### src/rtl/outport_bcd_display.sv
// Converts each outport write to packed BCD (double-dabble) and drives active-low 7-seg digits.
// Latency DATA_WIDTH+1 cycles write-to-valid; no backpressure, one-deep pending slot where the latest write wins.
module outport_bcd_display #(
    parameter int DATA_WIDTH    = 16,
    parameter int DIGITS        = 5,
    parameter int BLANK_LEADING = 1
) (
    input  logic                  clk,
    input  logic                  reset,
    input  logic                  in_write,
    input  logic [31:0]           in_data,
    output logic                  out_busy,
    output logic                  out_valid,
    output logic [4*DIGITS-1:0]   out_bcd,
    output logic [7*DIGITS-1:0]   out_segments
);

    localparam int CW = $clog2(DATA_WIDTH + 1);

    typedef enum logic [1:0] {IDLE, SHIFT, DONE} state_t;

    state_t                 state_q, state_d;
    logic [DATA_WIDTH-1:0]  shift_q, shift_d;
    logic [4*DIGITS-1:0]    scratch_q, scratch_d;
    logic [CW-1:0]          count_q, count_d;
    logic                   pend_vld_q, pend_vld_d;
    logic [DATA_WIDTH-1:0]  pend_dat_q, pend_dat_d;
    logic                   busy_q, busy_d;
    logic                   valid_q, valid_d;
    logic [4*DIGITS-1:0]    bcd_q, bcd_d;
    logic [7*DIGITS-1:0]    seg_q, seg_d;
    logic [7*DIGITS-1:0]    seg_rst;
    logic [4*DIGITS-1:0]    adj;

    function automatic logic [6:0] seg7(input logic [3:0] d);
        case (d)
            4'd0: seg7 = 7'h40;
            4'd1: seg7 = 7'h79;
            4'd2: seg7 = 7'h24;
            4'd3: seg7 = 7'h30;
            4'd4: seg7 = 7'h19;
            4'd5: seg7 = 7'h12;
            4'd6: seg7 = 7'h02;
            4'd7: seg7 = 7'h78;
            4'd8: seg7 = 7'h00;
            4'd9: seg7 = 7'h10;
            default: seg7 = 7'h7F;
        endcase
    endfunction

    // Walk from the most significant digit down; blanking stops at the first nonzero digit.
    function automatic logic [7*DIGITS-1:0] decode(input logic [4*DIGITS-1:0] bcd);
        logic lead;
        lead   = 1'b1;
        decode = '0;
        for (int i = DIGITS - 1; i >= 0; i--) begin
            if (bcd[4*i +: 4] != 4'd0)
                lead = 1'b0;
            if ((BLANK_LEADING != 0) && lead && (i > 0))
                decode[7*i +: 7] = 7'h7F;
            else
                decode[7*i +: 7] = seg7(bcd[4*i +: 4]);
        end
    endfunction

    assign seg_rst = decode('0);

    generate
        if (DATA_WIDTH < 32) begin : g_hi
            logic unused_in_hi;
            assign unused_in_hi = ^in_data[31:DATA_WIDTH];
        end
    endgenerate

    always_comb begin
        state_d    = state_q;
        shift_d    = shift_q;
        scratch_d  = scratch_q;
        count_d    = count_q;
        pend_vld_d = pend_vld_q;
        pend_dat_d = pend_dat_q;
        valid_d    = 1'b0;
        bcd_d      = bcd_q;
        seg_d      = seg_q;
        adj        = scratch_q;

        for (int i = 0; i < DIGITS; i++) begin
            if (adj[4*i +: 4] >= 4'd5)
                adj[4*i +: 4] = adj[4*i +: 4] + 4'd3;
        end

        case (state_q)
            IDLE: begin
                if (in_write) begin
                    shift_d   = in_data[DATA_WIDTH-1:0];
                    scratch_d = '0;
                    count_d   = CW'(DATA_WIDTH);
                    state_d   = SHIFT;
                end
            end
            SHIFT: begin
                {scratch_d, shift_d} = {adj, shift_q} << 1;
                count_d = count_q - CW'(1);
                if (count_q == CW'(1))
                    state_d = DONE;
                if (in_write) begin
                    pend_vld_d = 1'b1;
                    pend_dat_d = in_data[DATA_WIDTH-1:0];
                end
            end
            DONE: begin
                valid_d = 1'b1;
                bcd_d   = scratch_q;
                seg_d   = decode(scratch_q);
                // A write landing in this very cycle is newer than anything pending.
                if (in_write || pend_vld_q) begin
                    shift_d    = in_write ? in_data[DATA_WIDTH-1:0] : pend_dat_q;
                    scratch_d  = '0;
                    count_d    = CW'(DATA_WIDTH);
                    pend_vld_d = 1'b0;
                    state_d    = SHIFT;
                end else begin
                    state_d = IDLE;
                end
            end
            default: state_d = IDLE;
        endcase

        busy_d = (state_d != IDLE) | pend_vld_d;
    end

    always_ff @(posedge clk) begin
        if (reset) begin
            state_q    <= IDLE;
            shift_q    <= '0;
            scratch_q  <= '0;
            count_q    <= '0;
            pend_vld_q <= 1'b0;
            pend_dat_q <= '0;
            busy_q     <= 1'b0;
            valid_q    <= 1'b0;
            bcd_q      <= '0;
            seg_q      <= seg_rst;
        end else begin
            state_q    <= state_d;
            shift_q    <= shift_d;
            scratch_q  <= scratch_d;
            count_q    <= count_d;
            pend_vld_q <= pend_vld_d;
            pend_dat_q <= pend_dat_d;
            busy_q     <= busy_d;
            valid_q    <= valid_d;
            bcd_q      <= bcd_d;
            seg_q      <= seg_d;
        end
    end

    assign out_busy     = busy_q;
    assign out_valid    = valid_q;
    assign out_bcd      = bcd_q;
    assign out_segments = seg_q;

endmodule

### config.mk
export PLATFORM = sky130hd
export DESIGN_NAME = outport_bcd_display
export DESIGN_NICKNAME = d
export VERILOG_FILES = /design/src/rtl/outport_bcd_display.sv
export SDC_FILE = /design/constraint.sdc
export NUM_CORES = 1
export LEC_CHECK = 0
export ABC_AREA = 0
export CAP_MARGIN = 5
export CORE_AREA = 2 2 120 122
export CTS_BUF_LIST = sky130_fd_sc_hd__clkbuf_8 sky130_fd_sc_hd__clkbuf_16
export CTS_CLUSTER_SIZE = 24
export DETAILED_ROUTE_END_ITERATION = 16
export DIE_AREA = 0 0 122 124
export HOLD_SLACK_MARGIN = 0.05
export PLACE_DENSITY = 0.83
export SLEW_MARGIN = 0
export SYNTH_ARGS = -nofsm -noshare
export SYNTH_HDL_FRONTEND = slang
export SYNTH_SLANG_ARGS = --single-unit
### constraint.sdc
create_clock -name clk -period 2.7 [get_ports clk]
set_input_delay 0.81 -clock clk [delete_from_list [all_inputs] [get_ports clk]]
set_output_delay 0.81 -clock clk [all_outputs]
set_load 0.1 [all_outputs]
==> results_dict.tcl, run 1 <==
set metrics [dict create \
    synth_seq_area_share_pct 42.84 \
    clock_latency_ns 0.43 \
    outcome "complete, no violations" \
    synthSimpleGateAreaFrac_pct 15.55 \
    ys_types 55 \
    p_leak_uw 0.003389 \
    synth_fa_ha_area_share_pct 7.755 \
    tightest_slew_ns 0.6538 \
    min_path_type "reg -> reg" \
    areaGrowthSynthToFinish_pct 28.31 \
    drcViolationCount 0 \
    fin_crit_sh_pct 92.87 \
    grt_pass1_wl_um 27070 \
    criticalPathCategory "reg -> reg" \
    avgSynthCellArea_um2 8.858 \
    cts.clk_slew.worst_paths_ns 0.06 \
    yosysTopAreaCell "dfxtp_1" \
    cts_buffers 17 \
    start_util_pct 49.39 \
    drtAntennaViolNets 0 \
    power_density_nw_per_um2 594.0 \
    netlist_top_cells_area "dfxtp_1 43%, ha_1 7.8%, nand2_1 5.0%" \
    synth-compound-area-share_pct 24.43 \
    setup_violations 0 \
    die_h_um 124 \
    firstDrtPassIters 6 \
    synth_top_area_share_pct 42.84 \
    cpMostUsedCell "inv_1" \
    cts.sinks 145 \
    cp-start-kind "flip-flop" \
    drt-total-wl_um 16120 \
    path_max_fanout 6 \
    first_iter_violations 595 \
    antenna_found_initial 0 \
    ys.flop_type "dfxtp_1" \
    hpwlAfterDp_um 11020 \
    num_antenna_cells 0 \
    yosys_warnings 0 \
    dr_total_vias 6004 \
    maxSlewHeadroom_pct 56.41 \
    finalNetCount 965 \
    grt_overflow 0 \
    fmax_mhz 398.8 \
    rows 43 \
    synth_seq_cells 145 \
    hold-worst-slack_ns 0.4511 \
    skew_ns 0.01418 \
    cp_slowest_cell "dfxtp_1" \
    cts_max_path_buffers 2 \
    maxSlewViolCount 0 \
    portBuffers 75 \
    synth_nets 842 \
    core-area_um2 13720 \
    crit_arrival_ns 2.82 \
    die_area_um2 15130 \
    cp_cell_sequence "inv_1 > ha_2 > nor2b_1 > o21ba_2 > o21ai_0 > a21oi_2 > inv_1 > buf_4 > ha_1 > o21a_1 > a221oi_1" \
    grt.total_usage_pct 22.26 \
    critical_path_required_ns 3.02 \
    routedWlPerCell_um 14.91 \
    synthXorXnorAreaFrac_pct 0.7755 \
    hold_viol 0 \
    grt_max_degree 66 \
    end_kind "flip-flop" \
    cts_setup_buffers 0 \
    synth_top_family_by_area "compound AO/OA/AOI/OAI gates" \
    grt_setup_unrepaired "false" \
    synthCells 765 \
    grt_pass1_vias 5683 \
    cts_root_buf "clkbuf_16" \
    tns_ns 0 \
    fp.dieW_um 122 \
    critical-path-max-stage-delay_ns 0.35 \
    pin_count 92 \
    final.fill_count 1164 \
    syn_area_um2 6776 \
    maxCapViolCount 0 \
    finalPower_uw 5165 \
    cts_tree "yes" \
    drive_above_1_share_pct 21.53 \
    htreeDepth 4 \
    vdd_drop_max_uv 462.5 \
    gp_congestion 0.9185 \
    async_flop_share_pct 0 \
    layout_min_cycle_time_ns 2.508 \
    synth_edf_count 0 \
    synthMuxAreaShare_pct 3.859 \
    vias_per_cell 5.554 \
]
==> critical path: cells and delay by family (launching register included) <==
kind / cells / cell delay (ns)
AND/OR/NAND/NOR: 1 / 0.22
AO/OA/AOI/OAI: 5 / 1.09
flip-flops: 1 / 0.35
buffers and inverters: 3 / 0.32
adder cells (fa/ha/maj): 2 / 0.41
==> report_power, final <==
group          internal, uW  switching, uW  leakage, uW
logic                   211            293      0.00191
clock network          1500            923     0.000305
registers              2200           38.4      0.00118
==> routing by layer <==
metal,routed length [um],GRT usage (%),share of wire [%]
met3,783,5.128,4.9
met2,7801,37.60,48
met4,282,8.046,1.7
met5,0,0,0
met1,7247,27.88,45
==> cell usage after synthesis, drive strengths merged, types with 6 or more instances <==
cell type,n
dfxtp,145
nor2,78
ha,42
o21ai,37
inv,33
a22o,17
nand2b,8
a222oi,15
nand2,91
a22oi,6
buf,11
mux2i,25
or3,9
o21a,10
nor2b,7
o22ai,21
a211oi,25
a21oi,49
nor3,11
nand3,7
clkbuf,39
a32o,8
xnor2,6
a221oi,16
==> repair_timing <==
action,in CTS,in global routing
hold buffers,0,0
setup endpoints to repair,0,12
gates resized for setup,0,6
==> cell type report <==
class	instances	area (um^2)	share of cell area [%]
inverters	34	127.6	1.468
repair buffers	154	1226	14.10
flip-flops and latches	145	2903	33.39
well taps	180	225.2	2.590
clock inverters	13	160.2	1.842
clock buffers	19	452.9	5.209
multi-input cells	536	3600	41.40
==> cells in the final DEF (no fill, tap or decap), types with 17 or more instances in the layout <==
cell	netlist	routed
o21ai_0	36	33
mux2i_1	25	25
a21oi_1	48	44
a211oi_1	24	24
buf_4	0	135
nor2_1	78	76
a22o_1	17	17
dfxtp_1	145	145
nand2_1	91	90
o22ai_1	21	21
clkbuf_16	0	17
ha_1	42	41
inv_1	33	34
==> worst paths after layout <==
path / from / to / slack [ns] / cells after the start
min: flip-flop / out_segments[31]$_SDFFE_PP1P_ / 0.45 / 2
max: state_q[0]$_SDFF_PP0_ / flip-flop / 0.19 / 11
min reg2reg: flip-flop / out_segments[31]$_SDFFE_PP1P_ / 0.45 / 2
max reg2reg: state_q[0]$_SDFF_PP0_ / flip-flop / 0.19 / 11
==> through the flow <==
| stage | utilization [%] | cells | worst slack [ns] | cell area [um^2] |
|---|---|---|---|---|
| after floorplan | - | 765 | 0.003642 | 6808 |
| after detailed placement | 58.73 | 1049 | -0.4020 | 8058 |
| final | 63.37 | 1081 | 0.1924 | 8695 |
| after global placement | 58.73 | 1049 | -0.3620 | 8058 |
| after global routing | 63.37 | 1081 | 0.01017 | 8695 |
| after CTS | 63.20 | 1081 | 0.04193 | 8671 |
==> cell families (layout without fill, tap and decap cells) <==
| logic type | count (synthesis) | in the layout |
|---|---|---|
| xor gates and xnor gates | 6 | 6 |
| buffers and inverters | 84 | 220 |
| AOI/OAI and AO/OA | 231 | 231 |
| and+or+nand+nor | 231 | 231 |
| adders and majority gates | 42 | 42 |
| muxes | 26 | 26 |
| DFF | 145 | 145 |
No activity file was read; power rests on OpenSTA's default activity.
==> run 2: changes to the inputs <==
--- a/config.mk
+++ b/config.mk
@@ -6,7 +6,7 @@
 export NUM_CORES = 1
 export LEC_CHECK = 0
 export ABC_AREA = 0
-export CAP_MARGIN = 5
+export CAP_MARGIN = 30
 export CORE_AREA = 2 2 120 122
 export CTS_BUF_LIST = sky130_fd_sc_hd__clkbuf_8 sky130_fd_sc_hd__clkbuf_16
 export CTS_CLUSTER_SIZE = 24
==> results of run 2 <==
Final layout, timing and power as in run 1 (identical DEF).
